### src/rtl/pifo_sched_pkg.sv
// Shared definitions for the PIFO scheduler: FSM encoding and drop counter constants.
package pifo_sched_pkg;

    typedef enum logic [1:0] {
        ST_EMPTY  = 2'd0,
        ST_SETTLE = 2'd1,
        ST_READY  = 2'd2
    } state_e;

    localparam int                        DROP_CNT_WIDTH = 16;
    localparam logic [DROP_CNT_WIDTH-1:0] DROP_CNT_MAX   = '1;

    // Saturating increment for the overflow drop counter.
    function automatic logic [DROP_CNT_WIDTH-1:0] drop_cnt_inc(
        input logic [DROP_CNT_WIDTH-1:0] cnt
    );
        return (cnt == DROP_CNT_MAX) ? cnt : cnt + 16'd1;
    endfunction

endpackage

### src/rtl/pifo_reg.sv
// PIFO storage: unsorted register file with valid bits, combinational min/max
// search, and a registered head that is invalidated whenever the contents change.
module pifo_reg #(
    parameter int L2_REG_WIDTH = 2,
    parameter int RANK_WIDTH   = 8,
    parameter int META_WIDTH   = 8
) (
    input  logic                  clk_i,
    input  logic                  rst_i,
    input  logic                  ins_i,
    input  logic                  rem_i,
    input  logic                  rep_i,
    input  logic [RANK_WIDTH-1:0] rank_i,
    input  logic [META_WIDTH-1:0] meta_i,
    output logic                  head_vld_o,
    output logic [RANK_WIDTH-1:0] head_rank_o,
    output logic [META_WIDTH-1:0] head_meta_o
);

    localparam int DEPTH = 2**L2_REG_WIDTH;

    logic [DEPTH-1:0]                 vld_q, vld_d;
    logic [DEPTH-1:0][RANK_WIDTH-1:0] rank_q, rank_d;
    logic [DEPTH-1:0][META_WIDTH-1:0] meta_q, meta_d;

    logic [L2_REG_WIDTH-1:0] min_idx, max_idx, free_idx;
    logic                    min_found, max_found, free_found;

    logic                  head_vld_q;
    logic [RANK_WIDTH-1:0] head_rank_q;
    logic [META_WIDTH-1:0] head_meta_q;

    // Locate min-rank, max-rank and first free slot; ties keep the lowest index.
    always_comb begin
        min_idx    = '0;
        max_idx    = '0;
        free_idx   = '0;
        min_found  = 1'b0;
        max_found  = 1'b0;
        free_found = 1'b0;
        for (int i = 0; i < DEPTH; i++) begin
            if (vld_q[i]) begin
                if (!min_found || rank_q[i] < rank_q[min_idx]) begin
                    min_idx   = L2_REG_WIDTH'(i);
                    min_found = 1'b1;
                end
                if (!max_found || rank_q[i] > rank_q[max_idx]) begin
                    max_idx   = L2_REG_WIDTH'(i);
                    max_found = 1'b1;
                end
            end else if (!free_found) begin
                free_idx   = L2_REG_WIDTH'(i);
                free_found = 1'b1;
            end
        end
    end

    // Next contents: insert+remove reuses the outgoing min slot, replace-max only if
    // the newcomer ranks strictly better than the current worst.
    always_comb begin
        vld_d  = vld_q;
        rank_d = rank_q;
        meta_d = meta_q;
        if (ins_i && rem_i) begin
            rank_d[min_idx] = rank_i;
            meta_d[min_idx] = meta_i;
        end else if (ins_i) begin
            vld_d[free_idx]  = 1'b1;
            rank_d[free_idx] = rank_i;
            meta_d[free_idx] = meta_i;
        end else if (rem_i) begin
            vld_d[min_idx] = 1'b0;
        end else if (rep_i && max_found && rank_i < rank_q[max_idx]) begin
            rank_d[max_idx] = rank_i;
            meta_d[max_idx] = meta_i;
        end
    end

    // Valid bits and head register; the head only refreshes on a quiet cycle.
    always_ff @(posedge clk_i) begin
        if (rst_i) begin
            vld_q       <= '0;
            head_vld_q  <= 1'b0;
            head_rank_q <= '0;
            head_meta_q <= '0;
        end else begin
            vld_q <= vld_d;
            if (ins_i || rem_i || rep_i) begin
                head_vld_q <= 1'b0;
            end else begin
                head_vld_q  <= min_found;
                head_rank_q <= rank_q[min_idx];
                head_meta_q <= meta_q[min_idx];
            end
        end
    end

    // Payload storage; qualified by vld_q so it needs no reset.
    always_ff @(posedge clk_i) begin
        rank_q <= rank_d;
        meta_q <= meta_d;
    end

    assign head_vld_o  = head_vld_q;
    assign head_rank_o = head_rank_q;
    assign head_meta_o = head_meta_q;

endmodule

### src/rtl/pifo_sched.sv
// PIFO scheduler: enqueue/dequeue handshakes, settle FSM, occupancy, burst guard.
// Optional feature macro PIFO_SCHED_DROP_EN: accept when full and replace/discard
// against the max-rank entry, counting each such event in drop_cnt_o.
module pifo_sched
    import pifo_sched_pkg::*;
#(
    parameter int L2_REG_WIDTH = 2,
    parameter int RANK_WIDTH   = 8,
    parameter int META_WIDTH   = 8,
    parameter int ENQ_BURST    = 4
) (
    input  logic                      clk_i,
    input  logic                      rst_i,
    input  logic                      enq_valid_i,
    output logic                      enq_ready_o,
    input  logic [RANK_WIDTH-1:0]     enq_rank_i,
    input  logic [META_WIDTH-1:0]     enq_meta_i,
    output logic                      deq_valid_o,
    input  logic                      deq_ready_i,
    output logic [RANK_WIDTH-1:0]     deq_rank_o,
    output logic [META_WIDTH-1:0]     deq_meta_o,
    output logic [L2_REG_WIDTH:0]     occupancy_o,
    output logic [DROP_CNT_WIDTH-1:0] drop_cnt_o
);

    localparam int DEPTH = 2**L2_REG_WIDTH;
    localparam int BW    = $clog2(ENQ_BURST + 1);

    state_e                state_q, state_d;
    logic [L2_REG_WIDTH:0] occ_q, occ_d;
    logic [BW-1:0]         burst_q, burst_d;

    logic head_vld, head_out_vld;
    logic full, guard, space_ok;
    logic enq_fire, deq_fire, ins, rem, rep;

    assign full = (occ_q == (L2_REG_WIDTH+1)'(DEPTH));

    // The head is only offered once the register has had a quiet cycle to settle.
    always_comb begin
        state_d      = state_q;
        head_out_vld = 1'b0;
        unique case (state_q)
            ST_EMPTY: begin
                if (enq_fire) state_d = ST_SETTLE;
            end
            ST_SETTLE: begin
                if (enq_fire || deq_fire) state_d = ST_SETTLE;
                else if (occ_q == '0)     state_d = ST_EMPTY;
                else                      state_d = ST_READY;
            end
            ST_READY: begin
                head_out_vld = head_vld;
                if (enq_fire || deq_fire) state_d = ST_SETTLE;
            end
            default: state_d = ST_EMPTY;
        endcase
    end

    assign deq_valid_o = !rst_i && head_out_vld;
    assign deq_fire    = deq_valid_o && deq_ready_i;

    // Starvation guard: after a full burst, one quiet cycle lets the head settle.
    assign guard = (burst_q == BW'(ENQ_BURST)) && (occ_q != '0) && deq_ready_i;

`ifdef PIFO_SCHED_DROP_EN
    assign space_ok = 1'b1;
`else
    assign space_ok = !full || deq_fire;
`endif

    assign enq_ready_o = !rst_i && !guard && space_ok;
    assign enq_fire    = enq_valid_i && enq_ready_o;

    // A full-register enqueue without a paired dequeue becomes a replace-or-discard.
    assign rem = deq_fire;
    assign rep = enq_fire && full && !deq_fire;
    assign ins = enq_fire && !rep;

    // Occupancy follows the net insert/remove of this cycle.
    always_comb begin
        occ_d = occ_q;
        if (ins && !rem)      occ_d = occ_q + 1'b1;
        else if (rem && !ins) occ_d = occ_q - 1'b1;
    end

    // Burst counter saturates at ENQ_BURST and clears on any cycle without an enqueue.
    always_comb begin
        burst_d = burst_q;
        if (!enq_fire)                       burst_d = '0;
        else if (burst_q != BW'(ENQ_BURST))  burst_d = burst_q + 1'b1;
    end

    // Control state registers.
    always_ff @(posedge clk_i) begin
        if (rst_i) begin
            state_q <= ST_EMPTY;
            occ_q   <= '0;
            burst_q <= '0;
        end else begin
            state_q <= state_d;
            occ_q   <= occ_d;
            burst_q <= burst_d;
        end
    end

`ifdef PIFO_SCHED_DROP_EN
    logic [DROP_CNT_WIDTH-1:0] drop_cnt_q;

    // Every full-register enqueue counts, whether it evicted the max or was discarded.
    always_ff @(posedge clk_i) begin
        if (rst_i)    drop_cnt_q <= '0;
        else if (rep) drop_cnt_q <= drop_cnt_inc(drop_cnt_q);
    end

    assign drop_cnt_o = drop_cnt_q;
`else
    assign drop_cnt_o = '0;
`endif

    pifo_reg #(
        .L2_REG_WIDTH (L2_REG_WIDTH),
        .RANK_WIDTH   (RANK_WIDTH),
        .META_WIDTH   (META_WIDTH)
    ) u_reg (
        .clk_i       (clk_i),
        .rst_i       (rst_i),
        .ins_i       (ins),
        .rem_i       (rem),
        .rep_i       (rep),
        .rank_i      (enq_rank_i),
        .meta_i      (enq_meta_i),
        .head_vld_o  (head_vld),
        .head_rank_o (deq_rank_o),
        .head_meta_o (deq_meta_o)
    );

    assign occupancy_o = occ_q;

endmodule

### config.mk
export PLATFORM = sky130hd
export DESIGN_NAME = pifo_sched
export DESIGN_NICKNAME = d
export VERILOG_FILES = /design/src/rtl/pifo_sched_pkg.sv /design/src/rtl/pifo_reg.sv /design/src/rtl/pifo_sched.sv
export SDC_FILE = /design/constraint.sdc
export NUM_CORES = 1
export LEC_CHECK = 0
export BUFFER_PORTS_ARGS = -buffer_cell sky130_fd_sc_hd__buf_2
export CORE_ASPECT_RATIO = 0.75
export CORE_UTILIZATION = 54
export CTS_CLUSTER_DIAMETER = 120
export DETAILED_ROUTE_END_ITERATION = 8
export PLACE_DENSITY_LB_ADDON = 0.08
export SLEW_MARGIN = 20
export SYNTH_ARGS = -nofsm -noshare
export SYNTH_HDL_FRONTEND = slang
export SYNTH_SLANG_ARGS = --single-unit
### constraint.sdc
create_clock -name clk_i -period 6.7 [get_ports clk_i]
set_input_delay 1.34 -clock clk_i [delete_from_list [all_inputs] [get_ports clk_i]]
set_output_delay 1.34 -clock clk_i [all_outputs]
set_load 0.02 [all_outputs]
* Word level (Yosys, flattened, before mapping)
Index checks and enable logic that the tools add are counted.
** Storage, ports and cells
- Flip-flop bits (word level) :: 93
- Output and inout bits :: 37
** Cells by class
- $add $sub $neg :: 3
- Order comparisons :: 17
- Equality and inequality tests :: 8
- Muxes and demuxes :: 82
- Bitwise gates (word level) :: 5
- Reduce and logical (&&, ||, !) cells :: 50
** Operators with widths (count)
- $mux 32 :: 8
- $bwmux 32 :: 6
- $bmux 8 s2 :: 7
- $mux 8 :: 10
- $demux 8 s2 :: 3
- $mux 2 :: 19
- $lt 8x8->1 :: 4
- $gt 8x8->1 :: 3
- $mux 1 :: 22
- $lt 2x3->1 const B :: 7
- $logic_and 1x1->1 :: 18
- $logic_not 1->1 :: 11
- $logic_or 1x1->1 :: 10
- $mux 4 :: 2
- $add 3x1->3 const B :: 2
- $eq 3x3->1 const B :: 2
- $ge 2x1->1 const B :: 3
- $mux 3 :: 2
- $pmux 2 s3 :: 1
- $reduce_and 2->1 :: 3
- $reduce_bool 3->1 :: 2
- $and 4x4->4 :: 1
- $demux 1 s2 :: 2
- $ne 2x2->1 const B :: 2
- other kinds (12) :: 15

* Longest topological paths before layout
Gate-level depths: netlist of run 1.
- Word-level depth :: 26
- Gate-level depth with buffers :: 30
- Mapped depth without buffers :: 26

* Cells and area by module
A second synthesis of run 1 with hierarchy kept.
** Second synthesis, totals
- Cell total of the unflattened synthesis :: 639
- Area total of the unflattened synthesis :: 6155.9 um^2
** By module, submodules not included
- pifo_reg :: instances 1, cells an instance 573, area each 5557.8 um^2, seq. area each 2342.2 um^2
- pifo_sched :: instances 1, cells an instance 66, area each 598.1 um^2, seq. area each 160.2 um^2

* Worst setup path after synthesis of run 1
OpenSTA, ideal clock, no wires.
- Path kind :: reg2reg
- From :: register u_reg.rank_q[9] (netlist name)
- To :: register u_reg.meta_q[16] (netlist name) (enable)
- Library setup time :: 0.416 ns
- Arrival time :: 6.051 ns
- Required time :: 6.284 ns
- Path slack :: 0.233 ns
- Cell stages (with the launch flop) :: 25
- Buffers on the path :: 3
- Path through :: edfxtp_1 > ha_1 > nor2b_1 > o211ai_1 > a21o_1 > nand2_1 > a21boi_0 > buf_4 > mux2i_1 > ha_1 > a21oi_1 > o211ai_1 > a211oi_1 > o21a_1 > a211oi_4 > clkbuf_1 > a21o_1 > ha_1 > a21oi_1 > o21ai_0 > o21ai_0 > o21ba_1 > a211oi_4 > buf_4 > o32ai_1
** On the way
- Word-level cells in the longest chain between the ends :: 22
** RTL lines
- start: declaration :: line pifo_reg.sv:23 : logic [DEPTH-1:0][RANK_WIDTH-1:0] rank_q, rank_d;
- start signal: assignment :: line pifo_reg.sv:100 : rank_q <= rank_d;
- $gt 8x8->1 :: line pifo_reg.sv:47 : if (!max_found || rank_q[i] > rank_q[max_idx]) begin
- $logic_or 1x1->1 :: line pifo_reg.sv:47
- $mux 1 :: line pifo_reg.sv:47
- $mux 2 :: line pifo_reg.sv:42 : if (vld_q[i]) begin
- $bmux 8 s2 :: line pifo_reg.sv:47
- $mux 8 (not written as such) :: line pifo_reg.sv:47
- $gt 8x8->1 :: line pifo_reg.sv:47
- $logic_or 1x1->1 :: line pifo_reg.sv:47
- [... 6 more ...]
- $mux 2 :: line pifo_reg.sv:47
- $mux 2 :: line pifo_reg.sv:42
- $bmux 8 s2 :: line pifo_reg.sv:73 : end else if (rep_i && max_found && rank_i < rank_q[max_idx]) begin
- $mux 8 (not written as such) :: line pifo_reg.sv:73
- $lt 8x8->1 :: line pifo_reg.sv:73
- $logic_and 1x1->1 (*) :: line pifo_reg.sv:73
- $reduce_bool 3->1 (no source line) (*)
- $reduce_and 2->1 (no source line) (*)
- end signal: assignment :: line pifo_reg.sv:101 : meta_q <= meta_d;
- end: declaration :: line pifo_reg.sv:24 : logic [DEPTH-1:0][META_WIDTH-1:0] meta_q, meta_d;
Mark *: on every way between the ends. The rest lies on a longest branch, timed or not. The select of a mux whose other input is x is not followed.
A chain may end at the register's enable or synchronous reset.

==> results of run 1 <==
## power by group through the flow
stage	Combinational (mW)	Sequential [mW]	Clock, mW
6_report	0.147	0.640	0.553
5_1_grt	0.163	0.642	0.585
4_1_cts	0.145	0.640	0.560
3_5_place_dp	0.144	0.653	0
3_3_place_gp	0.139	0.652	0
2_1_floorplan	0.0977	0.661	0
## per-stage QoR
step,worst slack (ns),power (mW)
after detailed placement,-0.0730,0.797
after floorplan,0.233,0.759
after global routing,0.00361,1.39
final,0.231,1.34
after global placement,0.244,0.791
after CTS,0.108,1.35
## registers in the layout (all words and copies together) (netlist names), 2 cells and up
name,flops
burst_q,3
u_reg.rank_q,32
u_reg.meta_q,32
occupancy_o,3
u_reg.head_meta_o,8
u_reg.vld_q,4
u_reg.head_rank_o,8
state_q,2
## layout make-up
| cell class | instances | area share |
|---|---|---|
| clock buffer | 11 | 0.0398 |
| sequential | 93 | 0.392 |
| multi-input combinational | 426 | 0.460 |
| clock inverter | 5 | 0.0114 |
| timing repair buffer | 62 | 0.0573 |
| tap | 132 | 0.0259 |
| inverter | 23 | 0.0135 |
## logic make-up (layout without fill, tap and decap cells)
family,after synthesis,in the layout,share of synthesized area
buf+inv,68,101,0.0622
other cells,1,16,0.000661
flops,93,93,0.441
simple gates,205,205,0.176
compound gates,134,135,0.176
fa+ha+maj,43,43,0.0962
xor+xnor,3,3,0.00463
mux,24,24,0.0426
## worst register-to-register path, cell delays in order (launching register included)
cell and delay, ns:
edfxtp_1 0.42, ha_1 0.35, nand4_1 0.20, a21o_1 0.24
a21oi_1 0.22, o21a_1 0.48, mux2i_1 0.30, ha_1 0.27
a21o_1 0.16, a21oi_1 0.36, o22ai_1 0.13, o21ai_0 0.37
buf_4 0.25, nand2_1 0.07, o21ai_0 0.09, ha_1 0.28
a21o_1 0.17, a21o_1 0.25, o21ai_0 0.18, a21oi_1 0.07
o21ai_1 0.24, a41oi_1 0.22, a211oi_4 0.76, and2_1 0.24
## metal layers
layer | GRT usage | routed length (um) | share of wire | vias up
met3 | 0.0694 | 1320 | 0.090 | 33
met1 | 0.378 | 6550 | 0.45 | 2157
met4 | 0.0885 | 366 | 0.025 | 0
met2 | 0.428 | 6380 | 0.44 | 191
met5 | 0 | 0 | 0 | -
li1 | - | - | - | 2125
## worst max-delay path by stage
stage	startpoint	cells past startpoint	end	slack, ns
CTS	u_reg.rank_q[9]	22	u_reg.rank_q[0]	0.11
global route	u_reg.rank_q[15]	24	u_reg.rank_q[12]	0.004
finish	u_reg.rank_q[15]	23	u_reg.rank_q[12]	0.23
detailed placement	u_reg.rank_q[9]	25	u_reg.meta_q[17]	-0.07
global placement	u_reg.rank_q[9]	25	u_reg.meta_q[23]	0.24
floorplan	u_reg.rank_q[9]	24	u_reg.meta_q[16]	0.23
## timing repair
item	4_1_cts	5_1_grt
setup endpoints to repair	42	142
buffers inserted	3	2
cloned	0	1
pin swaps	1	2
resized for setup	2	5
## cell usage after synthesis, types with 5 or more instances
| library cell | n | share of area |
|---|---|---|
| and2_1 | 38 | 0.042 |
| ha_1 | 42 | 0.093 |
| clkbuf_1 | 17 | 0.011 |
| buf_2 | 5 | 0.0044 |
| a211oi_1 | 5 | 0.0066 |
| a211o_1 | 16 | 0.025 |
| o21ai_0 | 20 | 0.018 |
| nor2_1 | 66 | 0.044 |
| a21o_1 | 14 | 0.019 |
| nor2b_1 | 20 | 0.022 |
| buf_4 | 20 | 0.026 |
| edfxtp_1 | 64 | 0.34 |
| nand3_1 | 5 | 0.0044 |
| nand4_1 | 6 | 0.0066 |
| mux2i_1 | 23 | 0.041 |
| dfxtp_1 | 29 | 0.10 |
| nor3_1 | 6 | 0.0053 |
| o22ai_1 | 7 | 0.0077 |
| a311oi_1 | 16 | 0.025 |
| a21oi_1 | 24 | 0.021 |
| inv_1 | 22 | 0.015 |
| and3_1 | 5 | 0.0055 |
| nand2_1 | 50 | 0.033 |
| o21a_1 | 7 | 0.0093 |
==> summary.txt, run 1 <==
Outcome
  • Status: complete, no violations

STA
  • Fin crit share: 0.966
  • Hold WS: 0.479 ns
  • RSZ-0062 raised after global routing: no
  • Slew Viols, Final: 0
  • Fmax: ~0.15 GHz
  • Final clock skew: 0.00881 ns
  • Final Hold Vio Count: 0
  • Endpoints failing setup: 0
  • Worst-Margin Slew: between 0.8 and 0.9 ns
  • Fin crit period: 6.47 ns
  • Max-Slew Margin vs Limit: 0.448
  • Setup_tns: 0 ns

Setup path
  • CP endpoint kind: flip-flop
  • Most common cell on crit path: a21o_1
  • R2R setup slack: 0.23 ns
  • Slowest-stage cell, CP: a211oi_4
  • Cells along the critical path: ha_1 -> nand4_1 -> a21o_1 -> a21oi_1 -> o21a_1 -> mux2i_1 -> ha_1 -> a21o_1 -> a21oi_1 -> o22ai_1 -> o21ai_0 -> buf_4 -> nand2_1 -> o21ai_0 -> ha_1 -> a21o_1 -> a21o_1 -> o21ai_0 -> a21oi_1 -> o21ai_1 -> a41oi_1 -> a211oi_4 -> and2_1
  • Required @ worst endpoint: 6.91 ns
  • R2r endpoint: u_reg.rank_q[12]
  • CP delay by family, top: compound AO/OA/AOI/OAI gates
  • Worst path max stage delay: 0.76 ns
  • Setup CP Type: flip-flop to flip-flop
  • RR Startpoint: u_reg.rank_q[15]
  • Type of origin of the critical path: flip-flop
  • R2R cell count: 23
  • WP data arrival: 6.68 ns
  • CP max FO: 16
  • WP buf/inv: 1

Detailed routing
  • Routed vias: 4,506
  • Pre-antenna DRT Iters: 5
  • Total wire length: roughly 15 mm
  • Remaining DRCs: 0
  • Post-DR wirelength/cell: a little under 20 um
  • Iteration-0 DRC Markers: slightly below 400
  • Via density: 5.99
  • Routed Antenna Nets: 0

Floorplanning
  • Die width: 120 um
  • Site Rows: 31
  • Core footprint: a little under 10,000 um^2
  • I/O pin cnt: 57
  • Starting density of the core: 0.571
  • Full die area: roughly 11,000 um^2
  • Die height: a little over 90 um

Pwr
  • Sw power: 0.339 mW
  • Combinational power share: 0.110
  • Power per standard cell area: about 210 nW/um^2
  • Fraction of power spent switching nets: 0.253
  • Max IR drop VDD: 125 uV
  • P_int: 1.00 mW
  • P_leak: between 2 and 3 nW
  • Clock group share of total power: 0.413
  • Sequential Power Share: 0.477

Clock network
  • Cts hold-fix bufs: 0
  • Root buf cell: clkbuf_16
  • CTS H-Tree Depth: 3
  • Maximum buffer depth of the clock tree: 2
  • Cts bufs inserted: 9
  • CTS tree: built
  • Clk pin slew, worst setup/hold paths: about 0.070 ns
  • Later-pin clock latency in the skew report: roughly 0.35 ns
  • CTS Sinks: 93

Flow run
  • # Max-Cap Violations: 0

Placement
  • HPWL after detailed placement: ~10 mm
  • I/O Buffers: 40
  • GPL Wtd Cong: 0.960
  • Placed cells: 730
  • Placed Area: 5960 um^2

Final layout
  • Final Util: 0.642
  • Layout Cells excl Fill: 752
  • FF+latch area: 2500 um^2
  • Multi-input gate area: slightly below 3000 um^2
  • Area grow syn2layout: 12.5%
  • Final antenna diode count: 0
  • Share of cells above drive strength 1: 0.152
  • Finished Cell Area: between 6000 and 7000 um^2
  • Final Net Count: 678
  • Filler cells: between 800 and 900
  • Commonest non-fill, non-tap cells in the layout: nor2_1 (66), edfxtp_1 (64), nand2_1 (50)
  • Commonest non-fill, non-tap cell in the layout: nor2_1

Yosys
  • Syn avg cell area: 9.93 um^2
  • Number of synthesized flops with an enable pin: 64
  • Most used DFF post-synth: edfxtp_1
  • YS warnings: 0
  • Ys async rst share: 0
  • Synth Cell Area: 5670 um^2
  • Count of unique library cells instantiated by Yosys: slightly below 60
  • Gate Count Post-Synth: 571
  • Seq cells post-synth: 93
  • Post-synthesis sequential area ratio: 0.441

Min path
  • Hold EP: burst_q[1]
  • Min-delay src: burst_q[1]
  • Hold Crit Depth: 2
  • Hold Path Class: flip-flop to flip-flop

Global routing
  • GRT overflow: 0
  • Gr usage total: 0.276
  • Pin count of the biggest net entering global routing: 37
  • Vias in the first global route: 4,321
  • Initial antenna violation count: 0
  • First-pass GRT wire length: 22.8 mm
Power figures use the tool's default switching activity.
==> run 2: changes to the inputs <==
--- a/config.mk
+++ b/config.mk
@@ -11,6 +11,7 @@
 export CTS_CLUSTER_DIAMETER = 120
 export DETAILED_ROUTE_END_ITERATION = 8
 export PLACE_DENSITY_LB_ADDON = 0.08
+export REMOVE_ABC_BUFFERS = 1
 export SLEW_MARGIN = 20
 export SYNTH_ARGS = -nofsm -noshare
 export SYNTH_HDL_FRONTEND = slang
==> run 2 against run 1 <==
Effect of this change:
- utilization is 0.28 points higher
- combinational power is 3% higher
- critical path depth is 2 higher
- first-iteration DRC count is 2.3% lower
- register-to-register slack better by 0.09 ns
- die area stayed put
- via count hardly changed
- global-route usage hardly changed
- sequential power hardly changed
- critical path type unchanged
- largest power group unchanged
- highest routed layer unchanged
==> summary.txt, run 2 (synthesis results as in run 1) <==
Outcome
  • Status: complete, no violations

Final layout
  • Multi-input gate area: ~3000 um^2
  • FF+latch area: approximately 2500 um^2
  • Commonest non-fill, non-tap cells in the layout: nor2_1 (66), edfxtp_1 (64), nand2_1 (50)
  • Area grow syn2layout: 13.0%
  • Final Net Count: 676
  • Final antenna diode count: 0
  • Commonest non-fill, non-tap cell in the layout: nor2_1
  • Share of cells above drive strength 1: 0.162
  • Top flop regs: u_reg.meta_q (32), u_reg.rank_q (32)
  • Final Util: 0.645
  • Filler cells: 804

Setup path
  • R2R setup slack: 0.32 ns
  • RR Startpoint: u_reg.rank_q[9]
  • Type of origin of the critical path: flip-flop
  • R2r endpoint: u_reg.meta_q[20]
  • Setup CP Type: flip-flop to flip-flop
  • Required @ worst endpoint: 6.78 ns
  • R2R cell count: 25
  • CP endpoint kind: flip-flop
  • WP data arrival: 6.46 ns
  • CP max FO: 22

Floorplanning
  • Full die area: 10,900 um^2
  • I/O pin cnt: 57
  • Core footprint: a little under 10,000 um^2
  • Die height: approximately 90 um
  • Site Rows: 31
  • Die width: between 100 and 150 um
  • Starting density of the core: 0.571

Global routing
  • Pin count of the biggest net entering global routing: 29
  • Gr usage total: 0.276
  • GRT overflow: 0
  • Initial antenna violation count: 0
  • Vias in the first global route: 4,257
  • First-pass GRT wire length: 22.8 mm

STA
  • Max-Slew Margin vs Limit: 0.324
  • Endpoints failing setup: 0
  • Setup_tns: 0 ns
  • RSZ-0062 raised after global routing: yes
  • Final clock skew: 0.00515 ns
  • PnR worst setup slack: 0.321 ns
  • Hold WS: 0.481 ns
  • Worst-Margin Slew: 1.01 ns
  • Fmax: 0.157 GHz
  • Fin crit period: 6.38 ns
  • Fin crit share: 0.952
  • Slew Viols, Final: 0
  • Final Hold Vio Count: 0

Detailed routing
  • Routed vias: 4,509
  • Via density: 6.01
  • Iteration-0 DRC Markers: 388
  • Routed Antenna Nets: 0
  • Remaining DRCs: 0
  • Post-DR wirelength/cell: between 15 and 20 um
  • Total wire length: around 15 mm
  • Pre-antenna DRT Iters: 5

Clock network
  • CTS Sinks: 93
  • CTS H-Tree Depth: 3
  • Cts hold-fix bufs: 0
  • Root buf cell: clkbuf_16
  • Clk pin slew, worst setup/hold paths: 0.07 ns
  • CTS tree: built
  • Later-pin clock latency in the skew report: 0.35 ns
  • Cts bufs inserted: 9
  • Maximum buffer depth of the clock tree: 2

Pwr
  • Power per standard cell area: 208 nW/um^2
  • Max IR drop VDD: 145 uV
  • PnR Total Power: 1.33 mW
  • P_leak: 2.63 nW

Placement
  • HPWL after detailed placement: 10.1 mm
  • I/O Buffers: 40
  • GPL Wtd Cong: 0.938
  • Post-place setup slack: -0.0638 ns

Min path
  • Hold EP: burst_q[1]
  • Hold Path Class: flip-flop to flip-flop
  • Hold Crit Depth: 2
  • Min-delay src: burst_q[1]

Flow run
  • # Max-Cap Violations: 0
==> run 2: area by class of cell <==
type                    instances  share of cell area
clock buffers                  10              0.0373
inverters                      23              0.0135
flip-flops and latches         93               0.391
well taps                     132              0.0258
repair buffers                 60              0.0559
clock inverters                 6              0.0127
multi-input cells             426               0.464
==> run 2: what timing repair did <==
| action | in CTS | in global routing |
|---|---|---|
| pin swaps | 1 | 3 |
| cloned | 0 | 1 |
| setup endpoints to repair | 88 | 145 |
| gates resized for setup | 2 | 15 |
| setup buffers | 4 | 3 |
==> run 2: metrics by stage <==
stage / instance area (um^2) / cells
after CTS: 6300 / 746
after global placement: 5930 / 726
final: 6410 / 750
after detailed placement: 5940 / 726
after global routing: 6410 / 750
after floorplan: 5460 / 541
==> run 2: report_power, final <==
part	switching (mW)	internal, mW
logic	0.0960	0.0558
registers	0.0112	0.628
clock network	0.236	0.306
total	0.343	0.990
==> run 2: per-layer routing <==
metal / GRT usage / vias up / share of wire
met5: 0 / - / 0
met4: 0.0977 / 0 / 0.019
met3: 0.0865 / 27 / 0.089
met2: 0.401 / 201 / 0.43
met1: 0.386 / 2162 / 0.46
li1: - / 2119 / -
==> run 2: worst max-delay path by stage <==
stage,start,slack [ns],to
detailed placement,u_reg.rank_q[9],-0.06,u_reg.rank_q[21]
global route,u_reg.rank_q[1],-0.03,u_reg.rank_q[26]
finish,u_reg.rank_q[9],0.32,u_reg.meta_q[20]
CTS,u_reg.rank_q[9],0.007,u_reg.meta_q[20]
global placement,u_reg.rank_q[9],-0.05,u_reg.meta_q[20]
floorplan,u_reg.rank_q[9],-1.90,u_reg.meta_q[16]
==> run 2: worst max-delay path, stage by stage (launching register included) <==
cell,delay (ns)
edfxtp_1,0.43
ha_1,0.32
nor2b_1,0.14
o211ai_1,0.21
a21o_1,0.20
nand2_1,0.08
a21boi_2,0.16
buf_4,0.21
mux2i_1,0.52
ha_1,0.34
a21oi_1,0.09
a21oi_1,0.16
o22ai_1,0.12
and2_2,0.28
a211oi_2,0.31
nor2_1,0.11
a21o_1,0.17
ha_1,0.30
a2111o_1,0.43
a311oi_2,0.28
o31ai_4,0.15
a211oi_4,0.32
buf_4,0.18
buf_6,0.22
o32ai_2,0.12
buf_4,0.25
==> run 3: changes to the inputs <==
--- a/config.mk
+++ b/config.mk
@@ -5,11 +5,12 @@
 export SDC_FILE = /design/constraint.sdc
 export NUM_CORES = 1
 export LEC_CHECK = 0
-export BUFFER_PORTS_ARGS = -buffer_cell sky130_fd_sc_hd__buf_2
 export CORE_ASPECT_RATIO = 0.75
-export CORE_UTILIZATION = 54
+export CORE_MARGIN = 2
+export CORE_UTILIZATION = 58
 export CTS_CLUSTER_DIAMETER = 120
 export DETAILED_ROUTE_END_ITERATION = 8
+export DONT_BUFFER_PORTS = 1
 export PLACE_DENSITY_LB_ADDON = 0.08
 export REMOVE_ABC_BUFFERS = 1
 export SLEW_MARGIN = 20
==> run 3 against run 2 <==
Effect of this change:
- via count is 4.1% lower
- global-route usage is 0.29 points higher
- clock-buffer cell count is 1 lower
- clock skew is 0.0028 ns higher
- critical path depth is 2 higher
- clock power is 7.4% lower
- critical path type unchanged
- fmax is 1.1% higher
==> summary.txt, run 3 (synthesis results as in run 1) <==
STA
  • Setup_tns: 0 ns
  • Endpoints failing setup: 0
  • Slew Viols, Final: 0
  • Fin crit share: 0.941
  • Fmax: roughly 0.16 GHz
  • Fin crit period: 6.31 ns
  • Final Hold Vio Count: 0
  • Max-Slew Margin vs Limit: 0.577
  • Worst-Margin Slew: 0.634 ns
  • Final clock skew: 0.00797 ns

Detailed routing
  • Remaining DRCs: 0
  • Via density: 6.06
  • Post-DR wirelength/cell: 20.2 um
  • Routed Antenna Nets: 0
  • Total wire length: around 14 mm
  • Pre-antenna DRT Iters: 5
  • Routed vias: 4,325
  • Iteration-0 DRC Markers: 438

Pwr
  • Max IR drop VDD: 176 uV
  • Power per standard cell area: about 210 nW/um^2
  • PnR Total Power: 1.27 mW
  • P_leak: ~2.4 nW

Placement
  • GPL Wtd Cong: 0.971
  • I/O Buffers: 0
  • HPWL after detailed placement: 10.3 mm

Clock network
  • CTS tree: built
  • CTS Sinks: 93
  • CTS H-Tree Depth: 3
  • Root buf cell: clkbuf_16
  • Maximum buffer depth of the clock tree: 2
  • Clk pin slew, worst setup/hold paths: roughly 0.07 ns
  • Cts bufs inserted: 9
  • Cts hold-fix bufs: 0
  • Later-pin clock latency in the skew report: 0.35 ns

Setup path
  • Type of origin of the critical path: flip-flop
  • R2R cell count: 27
  • Required @ worst endpoint: 6.95 ns
  • Setup CP Type: flip-flop to flip-flop
  • CP max FO: 17
  • WP data arrival: 6.56 ns
  • R2R setup slack: slightly below 0.4 ns
  • R2r endpoint: u_reg.head_meta_o[4]
  • RR Startpoint: u_reg.rank_q[1]
  • CP endpoint kind: flip-flop

Final layout
  • Commonest non-fill, non-tap cells in the layout: nor2_1 (66), edfxtp_1 (64), nand2_1 (50)
  • Commonest non-fill, non-tap cell in the layout: nor2_1
  • Top flop regs: u_reg.meta_q (32), u_reg.rank_q (32)
  • Final antenna diode count: 0
  • Area grow syn2layout: 8.61%
  • Share of cells above drive strength 1: 0.0979
  • Final Net Count: 640

Floorplanning
  • Die height: 89.6 um
  • Die width: 118 um
  • Full die area: 10,600 um^2
  • Core footprint: 9580 um^2
  • Site Rows: 31
  • Starting density of the core: 0.592
  • I/O pin cnt: 57

Global routing
  • Vias in the first global route: slightly above 4,000
  • Initial antenna violation count: 0
  • Gr usage total: 0.279
  • First-pass GRT wire length: between 20 and 25 mm
  • GRT overflow: 0
  • Pin count of the biggest net entering global routing: 29

Outcome
  • Status: complete, no violations

Flow run
  • # Max-Cap Violations: 0

Min path
  • Hold Path Class: flip-flop to flip-flop
  • Min-delay src: burst_q[1]
  • Hold EP: burst_q[1]
  • Hold Crit Depth: 2
run 3: cell count changes in the layout (fill, tap and decap cells not counted), sizes merged:
cell      change
a211oi        -1
buf          -36
bufinv        -1
clkinv        -1
clkinvlp      +1
inv           +2
run 3: worst max path at each step:
stage                          startpoint                   end  cells past startpoint
final                     u_reg.rank_q[1]  u_reg.head_meta_o[4]                     27
after CTS                 u_reg.rank_q[9]      u_reg.meta_q[27]                     25
after floorplan           u_reg.rank_q[9]      u_reg.meta_q[16]                     21
after global placement    u_reg.rank_q[1]      u_reg.rank_q[13]                     25
after detailed placement  u_reg.rank_q[9]      u_reg.meta_q[27]                     25
after global routing      u_reg.rank_q[9]      u_reg.meta_q[29]                     26
run 3: final cells by class:
class                           instances  area [um^2]
Clock buffer                            9          225
Clock inverter                          7         66.3
Fill cell                             797         3420
Inverter                               23         86.3
Multi-Input combinational cell        425         2910
Sequential cell                        93         2500
Tap cell                              132          165
Timing Repair Buffer                   25          200
run 3: metrics by stage:
stage | instances | area [um^2] | hold slack [ns] | setup slack (ns) | utilization
floorplan | 541 | 5460 | 0.449 | -1.90 | -
detailed placement | 693 | 5790 | 0.495 | 0.230 | 0.605
finish | 714 | 6160 | 0.500 | 0.393 | 0.643
global route | 714 | 6160 | 0.529 | -0.00110 | 0.643
global placement | 693 | 5790 | 0.462 | 0.400 | 0.605
CTS | 709 | 6080 | 0.504 | 0.179 | 0.635
run 3: worst max-delay path, cell delays in order, from the launching register on:
cell and delay (ns):
edfxtp_1 0.37, inv_1 0.05, ha_1 0.30, nor2b_1 0.15, o211ai_1 0.21, a21o_1 0.18, nand2_1 0.07, a21boi_2 0.17
buf_4 0.17, mux2i_1 0.40, ha_1 0.33, a21oi_1 0.22, o211ai_1 0.18, a211oi_2 0.28, o21a_1 0.22, a211oi_4 0.05
buf_4 0.18, nor2_1 0.14, a21o_1 0.14, ha_1 0.27, a21oi_1 0.13, o21ai_0 0.20, a311oi_1 0.45, o31ai_4 0.17
a211oi_4 0.46, buf_4 0.31, nand2_1 0.09, a311oi_1 0.30
run 3: report_power, final:
part / internal [mW] / switching (mW) / leakage (nW)
Sequential: 0.628 / 0.0247 / 0.809
Combinational: 0.0444 / 0.0708 / 1.49
Clock: 0.260 / 0.242 / 0.141
run 3: what timing repair did:
action	in CTS	in global routing
setup endpoints to repair	0	134
setup buffers	0	5
gates resized for setup	0	5
run 3: per-layer routing:
layer | up-vias | GRT usage | part of all wire
met5 | - | 0 | 0
met4 | 0 | 0.106 | 0.027
met3 | 31 | 0.0852 | 0.085
met2 | 179 | 0.423 | 0.43
met1 | 2062 | 0.381 | 0.46
li1 | 2053 | - | -
